`config.mk`:
```
export PLATFORM = sky130hd
export DESIGN_NAME = stage_tl
export DESIGN_NICKNAME = d
export VERILOG_FILES = /design/src/rtl/stage_tl_pkg.sv /design/src/rtl/stage_tl_dtlb.sv /design/src/rtl/stage_tl.sv
export SDC_FILE = /design/constraint.sdc
export NUM_CORES = 1
export LEC_CHECK = 0
export BUFFER_PORTS_ARGS = -buffer_cell sky130_fd_sc_hd__buf_2
export CORE_ASPECT_RATIO = 1.25
export CORE_UTILIZATION = 40
export DETAILED_ROUTE_END_ITERATION = 10
export HOLD_SLACK_MARGIN = 0.1
export PLACE_DENSITY = 0.62
export SETUP_SLACK_MARGIN = 0.5
export SLEW_MARGIN = 25
export SYNTH_ARGS = -nofsm -noshare
export SYNTH_HDL_FRONTEND = slang
export SYNTH_SLANG_ARGS = --single-unit
```
`constraint.sdc`:
```
create_clock -name clk -period 4.67 [get_ports clk]
set_input_delay 0.467 -clock clk [delete_from_list [all_inputs] [get_ports clk]]
set_output_delay 0.467 -clock clk [all_outputs]
set_load 0.02 [all_outputs]
```
`src/rtl/stage_tl_pkg.sv`:
```
// Shared types and constants for the TL (translation) pipeline stage and its DTLB.
// Latency: n/a (types, constants and a helper function only).
// Backpressure: n/a.
package stage_tl_pkg;

   localparam int WORD_W        = 32;
   localparam int PAGE_OFFSET_W = 12;
   localparam int VPN_W         = 20;
   localparam int PPN_W         = 8;
   localparam int PADDR_W       = PPN_W + PAGE_OFFSET_W;

   typedef logic [WORD_W-1:0]  word_t;
   typedef logic [WORD_W-1:0]  vptr_t;
   typedef logic [PADDR_W-1:0] pptr_t;
   typedef logic [4:0]         regid_t;
   typedef logic [1:0]         threadid_t;

   typedef enum logic [1:0] {
      TLBW_OFF  = 2'd0,
      TLBW_ITLB = 2'd1,
      TLBW_DTLB = 2'd2
   } tlbwrite_t;

   typedef struct packed {
      logic             valid;
      logic [VPN_W-1:0] vpn;
      logic [PPN_W-1:0] ppn;
   } tlb_entry_t;

   // Physical address is the page frame number glued onto the untranslated page offset.
   function automatic pptr_t make_paddr(input logic [PPN_W-1:0] ppn,
                                        input logic [PAGE_OFFSET_W-1:0] offset);
      return {ppn, offset};
   endfunction

endpackage

```
`src/rtl/stage_tl_dtlb.sv`:
```
// Fully associative data TLB: combinational lookup, round-robin install on miss-write.
// Latency: lookup is combinational; an install becomes visible on the next cycle.
// Backpressure: none internally; the caller gates i_wr_en with its own stall.
module stage_tl_dtlb
   import stage_tl_pkg::*;
#(
   parameter int ENTRIES = 4
) (
   input  logic             clk,
   input  logic             rst,
   input  logic [VPN_W-1:0] i_lk_vpn,
   input  logic             i_wr_en,
   input  logic [VPN_W-1:0] i_wr_vpn,
   input  logic [PPN_W-1:0] i_wr_ppn,
   output logic             o_hit,
   output logic [PPN_W-1:0] o_ppn
);

   localparam int RP_W = (ENTRIES > 1) ? $clog2(ENTRIES) : 1;

   tlb_entry_t      r_entries [ENTRIES];
   logic [RP_W-1:0] r_rp;

   logic            w_wr_match;
   logic [RP_W-1:0] w_wr_idx;
   logic [RP_W-1:0] w_wr_slot;

   // Lookup: installs never duplicate a VPN, so at most one entry matches and OR-ing is safe.
   always_comb begin
      o_hit = 1'b0;
      o_ppn = '0;
      for (int i = 0; i < ENTRIES; i++) begin
         if (r_entries[i].valid && (r_entries[i].vpn == i_lk_vpn)) begin
            o_hit = 1'b1;
            o_ppn = o_ppn | r_entries[i].ppn;
         end
      end
   end

   // Write-side search: an already-present VPN is overwritten in place instead of taking the rp slot.
   always_comb begin
      w_wr_match = 1'b0;
      w_wr_idx   = '0;
      for (int i = 0; i < ENTRIES; i++) begin
         if (r_entries[i].valid && (r_entries[i].vpn == i_wr_vpn)) begin
            w_wr_match = 1'b1;
            w_wr_idx   = RP_W'(i);
         end
      end
   end

   assign w_wr_slot = w_wr_match ? w_wr_idx : r_rp;

   // Entry array and replacement pointer; rp advances (wrapping) only when a fresh slot is consumed.
   always_ff @(posedge clk) begin
      if (rst) begin
         for (int i = 0; i < ENTRIES; i++) begin
            r_entries[i] <= '0;
         end
         r_rp <= '0;
      end else if (i_wr_en) begin
         r_entries[w_wr_slot] <= '{valid: 1'b1, vpn: i_wr_vpn, ppn: i_wr_ppn};
         if (!w_wr_match) begin
            r_rp <= r_rp + 1'b1;
         end
      end
   end

endmodule

```
`src/rtl/stage_tl.sv`:
```
// EX->DC translation stage: registers the EX bundle, selects ALU/MUL result, translates via DTLB.
// Latency: 1 cycle from tl_* inputs to dc_* outputs.
// Backpressure: dc_stall holds every dc_* register and blocks DTLB installs; echoed on tl_stall.
module stage_tl
   import stage_tl_pkg::*;
#(
   parameter int DTLB_ENTRIES = 4
) (
   input  logic      clk,
   input  logic      rst,
   input  threadid_t tl_thread,
   input  logic      tl_isvalid,
   input  logic      tl_itlb_miss,
   input  vptr_t     tl_pc,
   input  word_t     tl_data,
   input  word_t     tl_mul,
   input  word_t     tl_r2,
   input  regid_t    tl_dst,
   input  logic      tl_isequal,
   input  logic      tl_flag_mem,
   input  logic      tl_flag_store,
   input  logic      tl_flag_isbyte,
   input  logic      tl_flag_mul,
   input  logic      tl_flag_reg,
   input  logic      tl_flag_jump,
   input  logic      tl_flag_branch,
   input  logic      tl_flag_iret,
   input  tlbwrite_t tl_flag_tlbwrite,
   input  logic      tl_supervisor,
   input  logic      tl_kill,
   input  logic      dc_stall,
   output logic      tl_stall,
   output threadid_t dc_thread,
   output logic      dc_isvalid,
   output logic      dc_itlb_miss,
   output vptr_t     dc_pc,
   output word_t     dc_r2,
   output regid_t    dc_dst,
   output logic      dc_isequal,
   output logic      dc_flag_mem,
   output logic      dc_flag_store,
   output logic      dc_flag_isbyte,
   output logic      dc_flag_reg,
   output logic      dc_flag_jump,
   output logic      dc_flag_branch,
   output logic      dc_flag_iret,
   output word_t     dc_data,
   output pptr_t     dc_paddr,
   output logic      dc_dtlb_miss
);

   logic             w_wr_en;
   logic             w_hit;
   logic [PPN_W-1:0] w_ppn;
   pptr_t            w_paddr;
   logic             w_miss;
   word_t            w_data;

   assign tl_stall = dc_stall;

   // Only a live, unstalled supervisor instruction may install into the DTLB.
   assign w_wr_en = tl_isvalid & ~tl_kill & ~dc_stall & tl_supervisor
                  & (tl_flag_tlbwrite == TLBW_DTLB);

   assign w_data = tl_flag_mul ? tl_mul : tl_data;

   stage_tl_dtlb #(
      .ENTRIES (DTLB_ENTRIES)
   ) u_dtlb (
      .clk      (clk),
      .rst      (rst),
      .i_lk_vpn (tl_data[WORD_W-1:PAGE_OFFSET_W]),
      .i_wr_en  (w_wr_en),
      .i_wr_vpn (tl_data[WORD_W-1:PAGE_OFFSET_W]),
      .i_wr_ppn (tl_r2[PADDR_W-1:PAGE_OFFSET_W]),
      .o_hit    (w_hit),
      .o_ppn    (w_ppn)
   );

   // Address selection: supervisor bypasses translation; user misses report zero and flag the miss.
   always_comb begin
      w_paddr = '0;
      w_miss  = 1'b0;
      if (tl_isvalid && tl_flag_mem) begin
         if (tl_supervisor) begin
            w_paddr = tl_data[PADDR_W-1:0];
         end else if (w_hit) begin
            w_paddr = make_paddr(w_ppn, tl_data[PAGE_OFFSET_W-1:0]);
         end else begin
            w_miss = 1'b1;
         end
      end
   end

   // TL->DC pipeline register; a kill only takes effect on the cycle the instruction actually advances.
   always_ff @(posedge clk) begin
      if (rst) begin
         dc_thread      <= '0;
         dc_isvalid     <= 1'b0;
         dc_itlb_miss   <= 1'b0;
         dc_pc          <= '0;
         dc_r2          <= '0;
         dc_dst         <= '0;
         dc_isequal     <= 1'b0;
         dc_flag_mem    <= 1'b0;
         dc_flag_store  <= 1'b0;
         dc_flag_isbyte <= 1'b0;
         dc_flag_reg    <= 1'b0;
         dc_flag_jump   <= 1'b0;
         dc_flag_branch <= 1'b0;
         dc_flag_iret   <= 1'b0;
         dc_data        <= '0;
         dc_paddr       <= '0;
         dc_dtlb_miss   <= 1'b0;
      end else if (!dc_stall) begin
         dc_thread      <= tl_thread;
         dc_isvalid     <= tl_isvalid & ~tl_kill;
         dc_itlb_miss   <= tl_itlb_miss;
         dc_pc          <= tl_pc;
         dc_r2          <= tl_r2;
         dc_dst         <= tl_dst;
         dc_isequal     <= tl_isequal;
         dc_flag_mem    <= tl_flag_mem;
         dc_flag_store  <= tl_flag_store;
         dc_flag_isbyte <= tl_flag_isbyte;
         dc_flag_reg    <= tl_flag_reg;
         dc_flag_jump   <= tl_flag_jump;
         dc_flag_branch <= tl_flag_branch;
         dc_flag_iret   <= tl_flag_iret;
         dc_data        <= w_data;
         dc_paddr       <= w_paddr;
         dc_dtlb_miss   <= w_miss;
      end
   end

endmodule

```
==> results of run 1 <==
[cells in the final DEF, fill, tap and decap left out, types with 11 or more instances in the layout]
master                        n
sky130_fd_sc_hd__nor2_1     145
sky130_fd_sc_hd__xnor2_1     59
sky130_fd_sc_hd__xor2_1      17
sky130_fd_sc_hd__mux2i_1    112
sky130_fd_sc_hd__a22o_1      20
sky130_fd_sc_hd__and2_1     114
sky130_fd_sc_hd__nand4_1     21
sky130_fd_sc_hd__buf_2      284
sky130_fd_sc_hd__edfxtp_1   116
sky130_fd_sc_hd__clkbuf_16   29
sky130_fd_sc_hd__a21oi_1     34
sky130_fd_sc_hd__buf_4       11
sky130_fd_sc_hd__dfxtp_1    136
[power by group through the flow]
stage	Combinational [W]	Sequential [W]	Clock, W
2_1_floorplan	0.000257	0.00257	0
3_3_place_gp	0.000540	0.00250	0
3_5_place_dp	0.000543	0.00250	0
4_1_cts	0.000545	0.00245	0.00211
5_1_grt	0.000582	0.00246	0.00219
6_report	0.000539	0.00245	0.00206
[metrics by stage]
| step | cell area (um2) | setup WS [ns] | power, W | std cells |
|---|---|---|---|---|
| global route | 13200 | 1.18 | 0.00524 | 1546 |
| floorplan | 10800 | 1.34 | 0.00282 | 931 |
| finish | 13200 | 1.41 | 0.00505 | 1546 |
| global placement | 12400 | 1.14 | 0.00304 | 1496 |
| CTS | 13200 | 1.33 | 0.00511 | 1544 |
| detailed placement | 12400 | 1.07 | 0.00304 | 1496 |
[metal layers]
metal | track usage, % | vias to the layer above
li1 | - | 3727
met1 | 27.4 | 3662
met2 | 36.3 | 301
met3 | 5.05 | 60
met4 | 8.45 | 0
met5 | 0 | -
[final cells by class]
type	count	area, um2
fillers	2411	13000
flip-flops and latches	252	6210
multi-input cells	601	4180
repair buffers	298	1550
clock buffers	41	815
well taps	340	425
clock inverters	7	38.8
inverters	5	18.8
diodes	2	5.00
[worst max-delay path: cells and delay by family, from the launching register on]
family	cells	cell delay, ns
xor+xnor	1	0.27
buf+inv	1	0.38
compound gates	1	0.17
flops	1	0.40
simple gates	5	1.72
[worst paths after layout]
path                                              start                                   end  slack, ns  cells after the start
setup / recovery  u_dtlb.r_entries[2][19]$_SDFFCE_PN0P_  u_dtlb.r_entries[2][8]$_SDFFCE_PN0P_       1.41                      8
hold / removal                               tl_data[4]              dc_paddr[4]$_SDFFE_PP0N_       0.16                      2
setup reg to reg  u_dtlb.r_entries[2][19]$_SDFFCE_PN0P_  u_dtlb.r_entries[2][8]$_SDFFCE_PN0P_       1.41                      8
hold reg to reg                 dc_isvalid$_SDFFE_PP0N_               dc_isvalid$_SDFFE_PP0N_       0.47                      2
[logic make-up after synthesis]
kind of cell / Yosys count
mux: 112
flops: 252
buf+inv: 78
xor+xnor: 80
simple gates: 322
compound gates: 87
==> flow_results.xml, run 1 <==
<?xml version="1.0" encoding="UTF-8"?>
<metrics>
  <group name="clocking">
    <metric name="clockRootBuffer" unit="">sky130_fd_sc_hd__clkbuf_16</metric>
    <metric name="tritoncts" unit="">done</metric>
    <metric name="tritoncts_buffer_count" unit="">26</metric>
    <metric name="clk_transition_reported_paths" unit="ns">0.06</metric>
    <metric name="worstSkewPairLatency" unit="ns">0.53</metric>
    <metric name="post-cts-setup-buffer-count" unit="">0</metric>
    <metric name="post_cts_resize_count" unit="">0</metric>
    <metric name="cts-htree-levels" unit="">1</metric>
    <metric name="post_cts_hold_buffer_count" unit="">0</metric>
    <metric name="clock-sinks" unit="">252</metric>
    <metric name="cts_buffer_depth" unit="">3</metric>
  </group>
  <group name="pwr">
    <metric name="power.sequential.fraction" unit="%">48.5</metric>
    <metric name="power_frac_clock" unit="%">40.8</metric>
    <metric name="intPower" unit="W">0.00381</metric>
    <metric name="power.switching" unit="W">0.00125</metric>
    <metric name="power.share.switching" unit="%">24.7</metric>
    <metric name="power_per_cell_area" unit="nW/um2">382</metric>
    <metric name="power.combinational.fraction" unit="%">10.7</metric>
    <metric name="ir_drop" unit="mV">0.279</metric>
    <metric name="leakagePower" unit="nW">5.87</metric>
  </group>
  <group name="sta">
    <metric name="worst_hold_slack" unit="ns">0.158</metric>
    <metric name="maxSlewViolCount" unit="">0</metric>
    <metric name="hold_viol_final" unit="">0</metric>
    <metric name="rsz0062_at_grt" unit="">no</metric>
    <metric name="finalCriticalPeriod" unit="ns">3.26</metric>
    <metric name="timing.slew.headroom" unit="%">36.2</metric>
    <metric name="setup_violations" unit="">0</metric>
    <metric name="layout_worst_path_cycle_share" unit="%">69.8</metric>
    <metric name="final.setup_skew" unit="ns">0.0189</metric>
    <metric name="pin_slew_with_the_least_headroom_to_its_limit" unit="ns">0.955</metric>
    <metric name="fin_tns_setup" unit="ns">0</metric>
    <metric name="peak_clock_frequency_supported_by_timing" unit="MHz">307</metric>
  </group>
  <group name="logic_synthesis">
    <metric name="yosys.area_share.simple" unit="%">15.8</metric>
    <metric name="synth.mux.area_fraction" unit="%">10.4</metric>
    <metric name="postSynthNetCount" unit="">1084</metric>
    <metric name="post_synth_edffs" unit="">116</metric>
    <metric name="synth_area_in_compound_gates" unit="%">5.79</metric>
    <metric name="synth-xor-area-share" unit="%">6.79</metric>
    <metric name="synth.lib_cells_used.distinct" unit="">51</metric>
    <metric name="synthesis.area_per_instance" unit="um2">11.6</metric>
    <metric name="post-synth-top-area-fraction" unit="%">32.4</metric>
    <metric name="synthCells" unit="">931</metric>
    <metric name="synthDominantAreaCellType" unit="">sky130_fd_sc_hd__edfxtp_1</metric>
    <metric name="largest_family_of_logic_cells_by_synthesized_area" unit="">simple AND/OR/NAND/NOR gates</metric>
    <metric name="synth.area.top_cells" unit="">sky130_fd_sc_hd__edfxtp_1 32%, sky130_fd_sc_hd__dfxtp_1 25%, sky130_fd_sc_hd__mux2i_1 10%</metric>
    <metric name="post-synth-top-count-cell" unit="">sky130_fd_sc_hd__nor2_1</metric>
    <metric name="adder_and_majority_gate_portion_of_the_synthesized_area" unit="%">0</metric>
    <metric name="synth.top_cells.by_count" unit="">145 x sky130_fd_sc_hd__nor2_1, 136 x sky130_fd_sc_hd__dfxtp_1, 116 x sky130_fd_sc_hd__edfxtp_1, 114 x sky130_fd_sc_hd__and2_1, 112 x sky130_fd_sc_hd__mux2i_1</metric>
    <metric name="synthFlopType" unit="">sky130_fd_sc_hd__dfxtp_1</metric>
    <metric name="synth_async_sr_flop_share" unit="%">0</metric>
    <metric name="synthesis.yosys.warnings" unit="">0</metric>
    <metric name="synth_seq_area_share" unit="%">57.7</metric>
    <metric name="ys_ff_latch" unit="">252</metric>
    <metric name="syn_area" unit="um2">10800</metric>
  </group>
  <group name="finish">
    <metric name="nets" unit="">1337</metric>
    <metric name="area_growth_syn_to_layout" unit="%">23.0</metric>
    <metric name="postLayoutCoreUtil" unit="%">50.4</metric>
    <metric name="final_layout_size_suffix_gt1_share" unit="%">29.6</metric>
    <metric name="flip_flop_count_of_the_largest_register_after_layout" unit="">116</metric>
    <metric name="register_with_the_most_flip_flops" unit="">u_dtlb.r_entries</metric>
  </group>
  <group name="route">
    <metric name="drt-initial-drc-count" unit="">407</metric>
    <metric name="avgViaCountPerCell" unit="">5.01</metric>
    <metric name="wl" unit="um">30500</metric>
    <metric name="maxUsedRoutingLayer" unit="">met4</metric>
    <metric name="num_vias" unit="">7750</metric>
    <metric name="drc" unit="">0</metric>
    <metric name="met2_length" unit="um">14900</metric>
    <metric name="antenna_violating_nets_post_route" unit="">0</metric>
    <metric name="wl_met3" unit="um">2090</metric>
    <metric name="route.detailed.wl_per_inst" unit="um">19.7</metric>
    <metric name="detail_route.wirelength.met1" unit="um">12500</metric>
    <metric name="detailedRoute.firstPassIterationCount" unit="">5</metric>
  </group>
  <group name="worst_setup_path">
    <metric name="timing.critical_path.arrival" unit="ns">3.46</metric>
    <metric name="worstPathCellList" unit="">xnor2_1 -&gt; nand4_1 -&gt; or4_4 -&gt; nor2_4 -&gt; o311ai_4 -&gt; nor3b_4 -&gt; or2_1 -&gt; buf_4</metric>
    <metric name="required" unit="ns">4.87</metric>
    <metric name="cp_startpoint_kind" unit="">flip-flop</metric>
    <metric name="setup.worst_path.class" unit="">reg -&gt; reg</metric>
    <metric name="critPathMaxFanout" unit="">19</metric>
    <metric name="cpPeakStageDelay" unit="ns">0.57</metric>
    <metric name="slowest_stage" unit="">sky130_fd_sc_hd__or4_4</metric>
    <metric name="end_kind" unit="">flip-flop</metric>
  </group>
  <group name="floorplanning">
    <metric name="fp.dieW" unit="um">149</metric>
    <metric name="floorplan.die_area" unit="um2">27600</metric>
    <metric name="io-pin-count" unit="">288</metric>
    <metric name="fp.dieH" unit="um">185</metric>
    <metric name="num_rows" unit="">66</metric>
    <metric name="start_util" unit="%">41.0</metric>
    <metric name="floorplan.core_area" unit="um2">26300</metric>
  </group>
  <group name="flow_run">
    <metric name="max_cap_viol_count" unit="">0</metric>
  </group>
  <group name="placement">
    <metric name="gpl.final_weighted_congestion" unit="">0.854</metric>
    <metric name="dp_hpwl" unit="um">21800</metric>
    <metric name="placement.io_buffers" unit="">287</metric>
  </group>
  <group name="grt">
    <metric name="grt_max_degree" unit="">89</metric>
    <metric name="grt_pass1_wl" unit="um">45100</metric>
    <metric name="antenna_found_initial" unit="">3</metric>
    <metric name="vias_in_the_first_global_route" unit="">7648</metric>
    <metric name="track_usage" unit="%">21.9</metric>
    <metric name="grt_overflow_total" unit="">0</metric>
  </group>
  <group name="status">
    <metric name="run_status" unit="">completed</metric>
  </group>
  <group name="worst_hold_path">
    <metric name="hold_path.class" unit="">in -&gt; reg</metric>
  </group>
</metrics>
Power figures use the tool's default switching activity.
==> inputs of run 2 (changes only) <==
PLACE_DENSITY = 0.65   (was 0.62)
clock period = 2.92 ns   (was 4.67 ns; I/O delays follow)
==> run 2 against run 1 <==
Net effect:
- power up 69%
- utilization rose by 8.6 points
- routed wire length is 16% higher
- worst hold slack lost 0.040 ns
- critical endpoint is now u_dtlb.r_entries[0][0]$_SDFFCE_PN0P_
==> flow_results.xml, run 2 (synthesized netlist as in run 1, its figures left out) <==
<?xml version="1.0" encoding="UTF-8"?>
<metrics>
  <group name="grt">
    <metric name="grt_max_degree" unit="">106</metric>
    <metric name="grt_pass1_wl" unit="um">51300</metric>
    <metric name="track_usage" unit="%">24.6</metric>
    <metric name="vias_in_the_first_global_route" unit="">8972</metric>
    <metric name="antenna_found_initial" unit="">2</metric>
    <metric name="grt_overflow_total" unit="">0</metric>
  </group>
  <group name="status">
    <metric name="run_status" unit="">completed</metric>
  </group>
  <group name="worst_setup_path">
    <metric name="cp_startpoint_kind" unit="">flip-flop</metric>
    <metric name="end_kind" unit="">flip-flop</metric>
    <metric name="required" unit="ns">3.17</metric>
    <metric name="setup.reg_to_reg.worst_slack" unit="ns">0.18</metric>
    <metric name="r2r.worst_path.cells" unit="">9</metric>
    <metric name="critical_path_origin" unit="">u_dtlb.r_entries[2][20]$_SDFFCE_PN0P_</metric>
    <metric name="worstPathCellList" unit="">xnor2_2 -&gt; nand4_1 -&gt; or4_4 -&gt; o211ai_4 -&gt; o311ai_4 -&gt; nor3_4 -&gt; or2_4 -&gt; buf_6 -&gt; buf_12</metric>
    <metric name="critPathMaxFanout" unit="">6</metric>
    <metric name="timing.critical_path.arrival" unit="ns">2.99</metric>
    <metric name="cpPeakStageDelay" unit="ns">0.60</metric>
    <metric name="slowest_stage" unit="">sky130_fd_sc_hd__or4_4</metric>
    <metric name="timing.rr.start" unit="">u_dtlb.r_entries[2][20]$_SDFFCE_PN0P_</metric>
    <metric name="setup.worst_path.class" unit="">reg -&gt; reg</metric>
    <metric name="timing.rr.end" unit="">u_dtlb.r_entries[0][0]$_SDFFCE_PN0P_</metric>
  </group>
  <group name="worst_hold_path">
    <metric name="hold_path_depth" unit="">5</metric>
    <metric name="hold_path.startpoint" unit="">tl_mul[7]</metric>
    <metric name="hold_path.class" unit="">in -&gt; reg</metric>
    <metric name="hold_path_end" unit="">dc_data[7]$_SDFFE_PP0N_</metric>
  </group>
  <group name="pwr">
    <metric name="power_frac_clock" unit="%">41.0</metric>
    <metric name="power.switching" unit="W">0.00215</metric>
    <metric name="intPower" unit="W">0.00641</metric>
    <metric name="ir_drop" unit="mV">0.457</metric>
    <metric name="power.combinational.fraction" unit="%">13.1</metric>
    <metric name="leakagePower" unit="nW">6.92</metric>
    <metric name="power_per_cell_area" unit="nW/um2">553</metric>
    <metric name="power.sequential.fraction" unit="%">45.8</metric>
    <metric name="power.share.switching" unit="%">25.1</metric>
  </group>
  <group name="finish">
    <metric name="top_library_cells_by_usage_in_the_layout_fill_and_taps_aside" unit="">285 x sky130_fd_sc_hd__buf_2, 145 x sky130_fd_sc_hd__nor2_1, 136 x sky130_fd_sc_hd__dfxtp_1</metric>
    <metric name="register_with_the_most_flip_flops" unit="">u_dtlb.r_entries</metric>
    <metric name="stdcell_area" unit="um2">15500</metric>
    <metric name="layout_commonest_cell" unit="">sky130_fd_sc_hd__buf_2</metric>
    <metric name="nets" unit="">1516</metric>
    <metric name="area_growth_syn_to_layout" unit="%">44.0</metric>
    <metric name="flip_flop_count_of_the_largest_register_after_layout" unit="">116</metric>
    <metric name="final_layout_size_suffix_gt1_share" unit="%">34.4</metric>
  </group>
  <group name="floorplanning">
    <metric name="fp.dieW" unit="um">149</metric>
    <metric name="floorplan.die_area" unit="um2">27600</metric>
    <metric name="fp.dieH" unit="um">185</metric>
    <metric name="start_util" unit="%">41.0</metric>
    <metric name="floorplan.core_area" unit="um2">26300</metric>
    <metric name="io-pin-count" unit="">288</metric>
    <metric name="num_rows" unit="">66</metric>
  </group>
  <group name="sta">
    <metric name="maxSlewViolCount" unit="">0</metric>
    <metric name="timing.slew.headroom" unit="%">31.1</metric>
    <metric name="setup_violations" unit="">0</metric>
    <metric name="hold_viol_final" unit="">0</metric>
    <metric name="fin_tns_setup" unit="ns">0</metric>
    <metric name="peak_clock_frequency_supported_by_timing" unit="MHz">365</metric>
    <metric name="worst_hold_slack" unit="ns">0.117</metric>
    <metric name="rsz0062_at_grt" unit="">yes</metric>
    <metric name="layout_worst_path_cycle_share" unit="%">93.8</metric>
    <metric name="pin_slew_with_the_least_headroom_to_its_limit" unit="ns">1.03</metric>
    <metric name="finalCriticalPeriod" unit="ns">2.74</metric>
    <metric name="final.setup_skew" unit="ns">0.0306</metric>
  </group>
  <group name="placement">
    <metric name="gpl.final_weighted_congestion" unit="">0.869</metric>
    <metric name="dp_hpwl" unit="um">22400</metric>
    <metric name="place_area" unit="um2">12800</metric>
    <metric name="placement.io_buffers" unit="">287</metric>
  </group>
  <group name="route">
    <metric name="met2_length" unit="um">17900</metric>
    <metric name="maxUsedRoutingLayer" unit="">met5</metric>
    <metric name="detailedRoute.firstPassIterationCount" unit="">6</metric>
    <metric name="antenna_violating_nets_post_route" unit="">0</metric>
    <metric name="wl_met3" unit="um">2460</metric>
    <metric name="drc" unit="">0</metric>
    <metric name="detail_route.wirelength.met1" unit="um">13500</metric>
    <metric name="drt-initial-drc-count" unit="">537</metric>
    <metric name="route.detailed.wl_per_inst" unit="um">20.5</metric>
    <metric name="avgViaCountPerCell" unit="">5.17</metric>
    <metric name="num_vias" unit="">8922</metric>
    <metric name="wl" unit="um">35300</metric>
  </group>
  <group name="clocking">
    <metric name="cts-htree-levels" unit="">1</metric>
    <metric name="clockRootBuffer" unit="">sky130_fd_sc_hd__clkbuf_16</metric>
    <metric name="tritoncts_buffer_count" unit="">27</metric>
    <metric name="tritoncts" unit="">done</metric>
    <metric name="clock-sinks" unit="">252</metric>
    <metric name="clk_transition_reported_paths" unit="ns">0.06</metric>
    <metric name="worstSkewPairLatency" unit="ns">0.56</metric>
    <metric name="cts_buffer_depth" unit="">3</metric>
  </group>
  <group name="flow_run">
    <metric name="max_cap_viol_count" unit="">0</metric>
  </group>
</metrics>
-- run 2: cell count changes in the layout (fill, tap and decap cells not counted), sizes merged --
cell and delta:
clkinvlp +3, dlygate4sd3 +110, bufinv +4, buf +63, or2 +2, inv +1, clkbuf -5, clkinv +2
-- run 2: per-stage QoR --
stage | power [W] | worst slack, ns | util [%] | cells
2_1_floorplan | 0.00453 | 0.288 | - | 931
3_3_place_gp | 0.00492 | 0.162 | 48.8 | 1530
3_5_place_dp | 0.00493 | 0.125 | 48.8 | 1530
4_1_cts | 0.00856 | 0.272 | 58.1 | 1716
5_1_grt | 0.00883 | 0.129 | 59.0 | 1725
6_report | 0.00856 | 0.182 | 59.0 | 1726
-- run 2: worst max path at each step --
stage                                       endpoint  slack [ns]  cells past startpoint
6_report        u_dtlb.r_entries[0][0]$_SDFFCE_PN0P_        0.18                      9
5_1_grt         u_dtlb.r_entries[1][7]$_SDFFCE_PN0P_        0.13                     10
4_1_cts         u_dtlb.r_entries[1][3]$_SDFFCE_PN0P_        0.27                     10
3_5_place_dp   u_dtlb.r_entries[0][23]$_SDFFCE_PN0P_        0.13                     10
3_3_place_gp   u_dtlb.r_entries[0][26]$_SDFFCE_PN0P_        0.16                     10
2_1_floorplan   u_dtlb.r_entries[2][0]$_SDFFCE_PN0P_        0.29                      8
-- run 2: power by group through the flow --
stage	Combinational (W)	Clock (W)	Sequential, W
2_1_floorplan	0.000429	0	0.00410
3_3_place_gp	0.000928	0	0.00399
3_5_place_dp	0.000938	0	0.00399
4_1_cts	0.00109	0.00355	0.00392
5_1_grt	0.00119	0.00370	0.00394
6_report	0.00112	0.00351	0.00392
-- run 2: worst max-delay path, delay by kind of cell (launching register included) --
family	cells	cell delay (ns)
xor+xnor	1	0.18
flops	1	0.41
buf+inv	2	0.22
simple gates	4	1.25
compound gates	2	0.38
-- run 2: per-layer routing --
layer,track usage (%),vias up
met3,5.05,82
met2,42.9,376
met5,0,-
met1,28.9,4360
met4,11.1,2
li1,-,4102
-- run 2: timing repair --
action                     4_1_cts  5_1_grt
cloned                           9        4
pin swaps                       26       23
hold endpoints to repair       114        0
gates resized for setup         52       29
hold buffers                   110        0
setup endpoints to repair      215      220
setup buffers                   17        4
-- run 2: cell type report --
type	count	area (um2)
inverter	5	18.8
timing repair buffer	474	3440
sequential	252	6210
tap	340	425
multi-input combinational	603	4500
antenna	2	5.00
clock inverter	17	198
fill	2094	10800
clock buffer	33	698
